--- config.mk ---
export PLATFORM = sky130hd
export DESIGN_NAME = gated_astable_square_oscillator
export DESIGN_NICKNAME = d
export VERILOG_FILES = /design/src/rtl/gated_astable_square_oscillator.sv
export SDC_FILE = /design/constraint.sdc
export NUM_CORES = 1
export LEC_CHECK = 0
export CORE_MARGIN = 5
export CORE_UTILIZATION = 29
export CTS_CLUSTER_DIAMETER = 80
export DETAILED_ROUTE_END_ITERATION = 16
export HOLD_SLACK_MARGIN = 0.08
export PLACE_DENSITY_LB_ADDON = 0.1
export SYNTH_ARGS = -nofsm -noshare
export SYNTH_HDL_FRONTEND = slang
export SYNTH_SLANG_ARGS = --single-unit
--- constraint.sdc ---
create_clock -name clk -period 5.1 [get_ports clk]
set_clock_uncertainty 0.1 [all_clocks]
set_input_delay 1.02 -clock clk [delete_from_list [all_inputs] [get_ports clk]]
set_output_delay 1.02 -clock clk [all_outputs]
set_load 0.02 [all_outputs]
--- src/rtl/gated_astable_square_oscillator.sv ---
// Gated astable square-wave oscillator with programmable high/low phase
// lengths, gate-to-idle control and a slew-limited signed 16-bit output.
//
// Ports:
//   clk, I_RST        system clock, asynchronous active-high reset
//   audio_clk_en      sample strobe; out only moves on this strobe
//   gate              1 = oscillate, 0 = return to idle (low)
//   high_cycles       requested high-phase length in clk cycles
//   low_cycles        requested low-phase length in clk cycles
//   load              capture high_cycles/low_cycles into pending registers
//   fm_offset         signed phase-length offset (SQWAVE_FM_EN builds only)
//   raw_out           unfiltered square level
//   cycle_done        one-cycle pulse on the last clock of each low phase
//   out               slew-limited audio sample
//
// Optional build macro: SQWAVE_FM_EN adds fm_offset, which is added to
// each phase length at reload and saturated to [1, 2^COUNTER_WIDTH-1].

module gated_astable_square_oscillator #(
    parameter int unsigned        COUNTER_WIDTH       = 32,
    parameter int unsigned        DEFAULT_HIGH_CYCLES = 520833,
    parameter int unsigned        DEFAULT_LOW_CYCLES  = 520833,
    parameter logic signed [15:0] HIGH_LEVEL          = 16'sd16384,
    parameter logic signed [15:0] LOW_LEVEL           = 16'sd0,
    parameter int unsigned        SLEW_STEP           = 2048
) (
    input  logic                            clk,
    input  logic                            I_RST,
    input  logic                            audio_clk_en,
    input  logic                            gate,
    input  logic [COUNTER_WIDTH-1:0]        high_cycles,
    input  logic [COUNTER_WIDTH-1:0]        low_cycles,
    input  logic                            load,
`ifdef SQWAVE_FM_EN
    input  logic signed [COUNTER_WIDTH-1:0] fm_offset,
`endif
    output logic                            raw_out,
    output logic                            cycle_done,
    output logic signed [15:0]              out
);

    localparam int W = COUNTER_WIDTH;
    localparam logic [W-1:0] DEF_HI = W'(DEFAULT_HIGH_CYCLES);
    localparam logic [W-1:0] DEF_LO = W'(DEFAULT_LOW_CYCLES);
    localparam logic signed [16:0] STEP = 17'(SLEW_STEP);

    typedef enum logic [1:0] {
        S_IDLE,
        S_HIGH,
        S_LOW
    } state_t;

    state_t r_state, w_state_nxt;
    logic [W-1:0] r_cnt, w_cnt_nxt;
    logic [W-1:0] r_pend_hi, r_pend_lo;
    logic [W-1:0] r_act_hi, r_act_lo;
    logic [W-1:0] w_act_hi_nxt, w_act_lo_nxt;
    logic         w_done;
    logic signed [15:0] r_out, w_out_nxt, w_target;
    logic signed [16:0] w_diff, w_abs, w_step;

    // Counter load value for a phase: effective length minus one, where a
    // programmed length of 0 behaves as 1.
`ifdef SQWAVE_FM_EN
    function automatic logic [W-1:0] f_reload(input logic [W-1:0] len);
        logic [W-1:0]       base;
        logic signed [W+1:0] sum;
        base = (len == '0) ? W'(1) : len;
        sum  = $signed({2'b00, base})
             + $signed({{2{fm_offset[W-1]}}, fm_offset});
        if (sum < $signed((W+2)'(1)))
            return '0;
        else if (sum > $signed({2'b00, {W{1'b1}}}))
            return {W{1'b1}} - W'(1);
        else
            return sum[W-1:0] - W'(1);
    endfunction
`else
    function automatic logic [W-1:0] f_reload(input logic [W-1:0] len);
        return (len == '0) ? '0 : len - W'(1);
    endfunction
`endif

    always_ff @(posedge clk or posedge I_RST) begin
        if (I_RST) begin
            r_state   <= S_IDLE;
            r_cnt     <= '0;
            r_pend_hi <= DEF_HI;
            r_pend_lo <= DEF_LO;
            r_act_hi  <= DEF_HI;
            r_act_lo  <= DEF_LO;
            r_out     <= LOW_LEVEL;
        end else begin
            r_state  <= w_state_nxt;
            r_cnt    <= w_cnt_nxt;
            r_act_hi <= w_act_hi_nxt;
            r_act_lo <= w_act_lo_nxt;
            if (load) begin
                r_pend_hi <= high_cycles;
                r_pend_lo <= low_cycles;
            end
            if (audio_clk_en)
                r_out <= w_out_nxt;
        end
    end

    // Both active lengths are refreshed from pending only at the start of a
    // full cycle, so a load never alters a cycle already in progress.
    always_comb begin
        w_state_nxt  = r_state;
        w_cnt_nxt    = r_cnt - W'(1);
        w_act_hi_nxt = r_act_hi;
        w_act_lo_nxt = r_act_lo;
        w_done       = 1'b0;
        if (!gate) begin
            w_state_nxt = S_IDLE;
            w_cnt_nxt   = '0;
        end else begin
            unique case (r_state)
                S_IDLE: begin
                    w_state_nxt  = S_HIGH;
                    w_act_hi_nxt = r_pend_hi;
                    w_act_lo_nxt = r_pend_lo;
                    w_cnt_nxt    = f_reload(r_pend_hi);
                end
                S_HIGH: begin
                    if (r_cnt == '0) begin
                        w_state_nxt = S_LOW;
                        w_cnt_nxt   = f_reload(r_act_lo);
                    end
                end
                S_LOW: begin
                    if (r_cnt == '0) begin
                        w_state_nxt  = S_HIGH;
                        w_act_hi_nxt = r_pend_hi;
                        w_act_lo_nxt = r_pend_lo;
                        w_cnt_nxt    = f_reload(r_pend_hi);
                        w_done       = 1'b1;
                    end
                end
                default: begin
                    w_state_nxt = S_IDLE;
                    w_cnt_nxt   = '0;
                end
            endcase
        end
    end

    // Slew limiter: diff is formed in 17 bits so the full signed 16-bit
    // span cannot overflow; a single step never passes the target because
    // stepping only happens when |diff| exceeds the step.
    always_comb begin
        w_target  = (r_state == S_HIGH) ? HIGH_LEVEL : LOW_LEVEL;
        w_diff    = $signed({w_target[15], w_target})
                  - $signed({r_out[15], r_out});
        w_abs     = w_diff[16] ? -w_diff : w_diff;
        w_step    = w_diff[16] ? $signed({r_out[15], r_out}) - STEP
                               : $signed({r_out[15], r_out}) + STEP;
        w_out_nxt = w_target;
        if (SLEW_STEP != 0 && w_abs > STEP)
            w_out_nxt = w_step[15:0];
    end

    assign raw_out    = (r_state == S_HIGH);
    assign cycle_done = w_done;
    assign out        = r_out;

endmodule

==> impl_metrics.ini <==
[status]
status = finished clean

[synth]
yosys_register_bits = 135
ys_seq_area_frac = 0.440
synth.distinct_cells = 57
synth-edff-count = 0
syn_inst = 739
async_flop_share = 1.00
yosys_warnings = 0
syn_area_sq_um = 7770
synthFlopType = dfrtp_1
avgSynthCellArea_sq_um = 10.5

[timing]
setup_viol = 0
period_share = 0.854
timing.hold.ws_ns = 0.400
worst_pin_slew_ns = 1.22
slew_headroom = 0.179
clock.fmax_mhz = 230
tns_ns = 0
drv_slew = 0
rsz0062_at_grt = false
period_minus_slack_ns = 4.35
finalHoldViolations = 0

[hold_path]
hp-class = reg -> reg

[global_route]
grt_pass1_vias = 6315
antenna_found_initial = 0
grt_max_degree = 90
grt_pass1_wl_um = 34300
grt_use_total = 0.141
grt_overflow = 0

[clock_tree]
cts_root_buf = clkbuf_16
postCtsResizedCells = 0
clock_latency_ns = 0.42
ctsLongestPathBuffers = 2
clkTransAtPathRegs_ns = 0.06
hold_buffers = 0
numCtsBuffers = 17
cts_setup_buffers = 0
cts_tree = done
htree_levels = 4
cts.sinks = 135

[pwr]
switching_share = 0.320
clkPwrFrac = 0.355
intPower_mw = 2.40
seq_power_share = 0.402
power_frac_comb = 0.243
net-switching-power_mw = 1.13
ir_drop_uv = 159
power.density_nw_per_um2 = 374
leakagePower_nw = 3.76

[final_layout]
finish.utilization = 0.354
nNetsFinal = 892
antenna_cells = 0
fin_cells = 1163
design_area_sq_um = 9440
syn_to_final_growth_pct = 21.5
drive_above_1_share = 0.227

[floorplan]
io_pins = 87
dieHeight_um = 174
core_sq_um = 26700
die_w_um = 174
start_util = 0.291
die_area_sq_um = 30200
std_cell_rows = 60

[critical_path]
critical-path-max-stage-delay_ns = 0.65
path_class = reg -> out
path_buf_inv = 1
start_kind = flip-flop
arrival_ns = 3.23
r2r_slack_ns = 1.48
worstPathMaxFanout = 5
end_kind = output port
cp.required_ns = 3.98
path_delay_family = simple AND/OR/NAND/NOR gates
path_cells = nor4_1 -> nand3_1 -> or4_4 -> nor3_1 -> clkdlybuf4s50_1
cp_slowest_cell = clkdlybuf4s50_1

[routing]
routed_wl_um = 20900
vias = 6046
drcViolationCount = 0
drtAntennaViolNets = 0
drt_iter0_drc = 352
wl_per_cell_um = 18.0
viasPerCell = 5.20
dr.pass1.iters = 5

[job]
cap_violations = 0

[placement]
place_area_sq_um = 8830
dpl.cell_count = 1131
gp_congestion = 0.810
place_hpwl_um = 15400
portBuffers = 75
[routing by layer]
| layer | vias up | GRT usage | share of wire |
|---|---|---|---|
| li1 | 2831 | - | - |
| met1 | 3051 | 0.173 | 0.42 |
| met2 | 131 | 0.250 | 0.51 |
| met3 | 33 | 0.0236 | 0.034 |
| met4 | 0 | 0.0538 | 0.027 |
| met5 | - | 0 | 0 |
[worst register-to-register path: stages (launching register included)]
cell and delay (ns):
dfrtp_1 0.43, nor4_1 0.59, nand2_1 0.51, o31ai_2 0.52
and2_1 0.93, a22oi_1 0.27, a21oi_1 0.20
[through the flow]
stage | worst slack, ns | power [mW]
2_1_floorplan | 0.419 | 2.00
6_report | 0.745 | 3.53
3_3_place_gp | 1.14 | 2.27
3_5_place_dp | 1.19 | 2.30
4_1_cts | 0.719 | 3.58
5_1_grt | 0.528 | 3.74
[layout by cell type (no fill, tap or decap), types with 13 or more instances in the layout]
master and n:
a22oi_1 16, dfrtp_1 105, xnor2_1 21, nor2_1 31
dfstp_2 30, clkdlybuf4s50_1 74, nor4_1 41, clkbuf_16 19
or3_1 14, inv_1 14, nand3_1 20, nor3_1 34
nand2_1 54, o21ai_0 17, xor2_1 55, a21oi_1 36
ha_1 13, mux2_2 94
[layout make-up]
cell class	count	area, sq um
clock buffer	21	493
clock inverter	11	109
fill	2665	17200
inverter	15	58.8
multi-input combinational	556	4110
sequential	135	3420
tap	341	427
timing repair buffer	84	826
[worst paths after layout]
path	startpoint	endpoint	cells after the start
max reg2reg	r_cnt[15]	r_cnt[3]	6
max in group asynchronous	I_RST	r_pend_hi[18]	3
max	r_cnt[15]	cycle_done	5
min in group asynchronous	I_RST	r_pend_lo[8]	2
min	r_pend_lo[1]	r_act_lo[1]	1
min reg2reg	r_pend_lo[1]	r_act_lo[1]	1
[cells in the mapped netlist (4+ instances only)]
| cell type | instances | area (sq um) |
|---|---|---|
| and2_1 | 4 | 25.0 |
| nor3_1 | 34 | 170 |
| xnor2_1 | 21 | 184 |
| a21oi_1 | 36 | 180 |
| nand2b_1 | 6 | 37.5 |
| mux2_2 | 94 | 1060 |
| xor2_1 | 55 | 482 |
| nor2_1 | 31 | 116 |
| dfrtp_1 | 105 | 2630 |
| buf_4 | 12 | 90.1 |
| a211oi_1 | 5 | 37.5 |
| or3_1 | 14 | 87.6 |
| o21ai_0 | 18 | 90.1 |
| or4_1 | 11 | 82.6 |
| nand3_1 | 20 | 100 |
| inv_1 | 15 | 56.3 |
| o31ai_1 | 6 | 45.0 |
| clkbuf_1 | 25 | 93.8 |
| dfstp_2 | 30 | 788 |
| a22oi_1 | 16 | 120 |
| nand2_1 | 54 | 203 |
| nor4_1 | 41 | 257 |
| ha_1 | 13 | 163 |
| nand4_1 | 5 | 31.3 |
| a22oi_2 | 10 | 125 |
[flip-flops by register name, indices dropped and copies added (netlist names)]
signal     flops
r_state        2
r_pend_hi     32
r_pend_lo     32
r_cnt         32
out            5
r_act_lo      32
[power by group through the flow]
stage / Clock, mW / Sequential (mW) / Combinational (mW)
final: 1.25 / 1.42 / 0.856
after floorplan: 0 / 1.40 / 0.601
after global routing: 1.34 / 1.44 / 0.951
after detailed placement: 0 / 1.44 / 0.857
after CTS: 1.30 / 1.42 / 0.862
after global placement: 0 / 1.43 / 0.837
[logic make-up after synthesis]
family          count (synthesis)  share of synthesized area
simple gates                  243                      0.172
buf+inv                        58                     0.0362
fa+ha+maj                      14                     0.0235
compound gates                118                      0.106
mux                            94                      0.136
other cells                     1                   0.000483
flops                         135                      0.440
xor+xnor                       76                     0.0857
(Power assumes the default switching activity.)
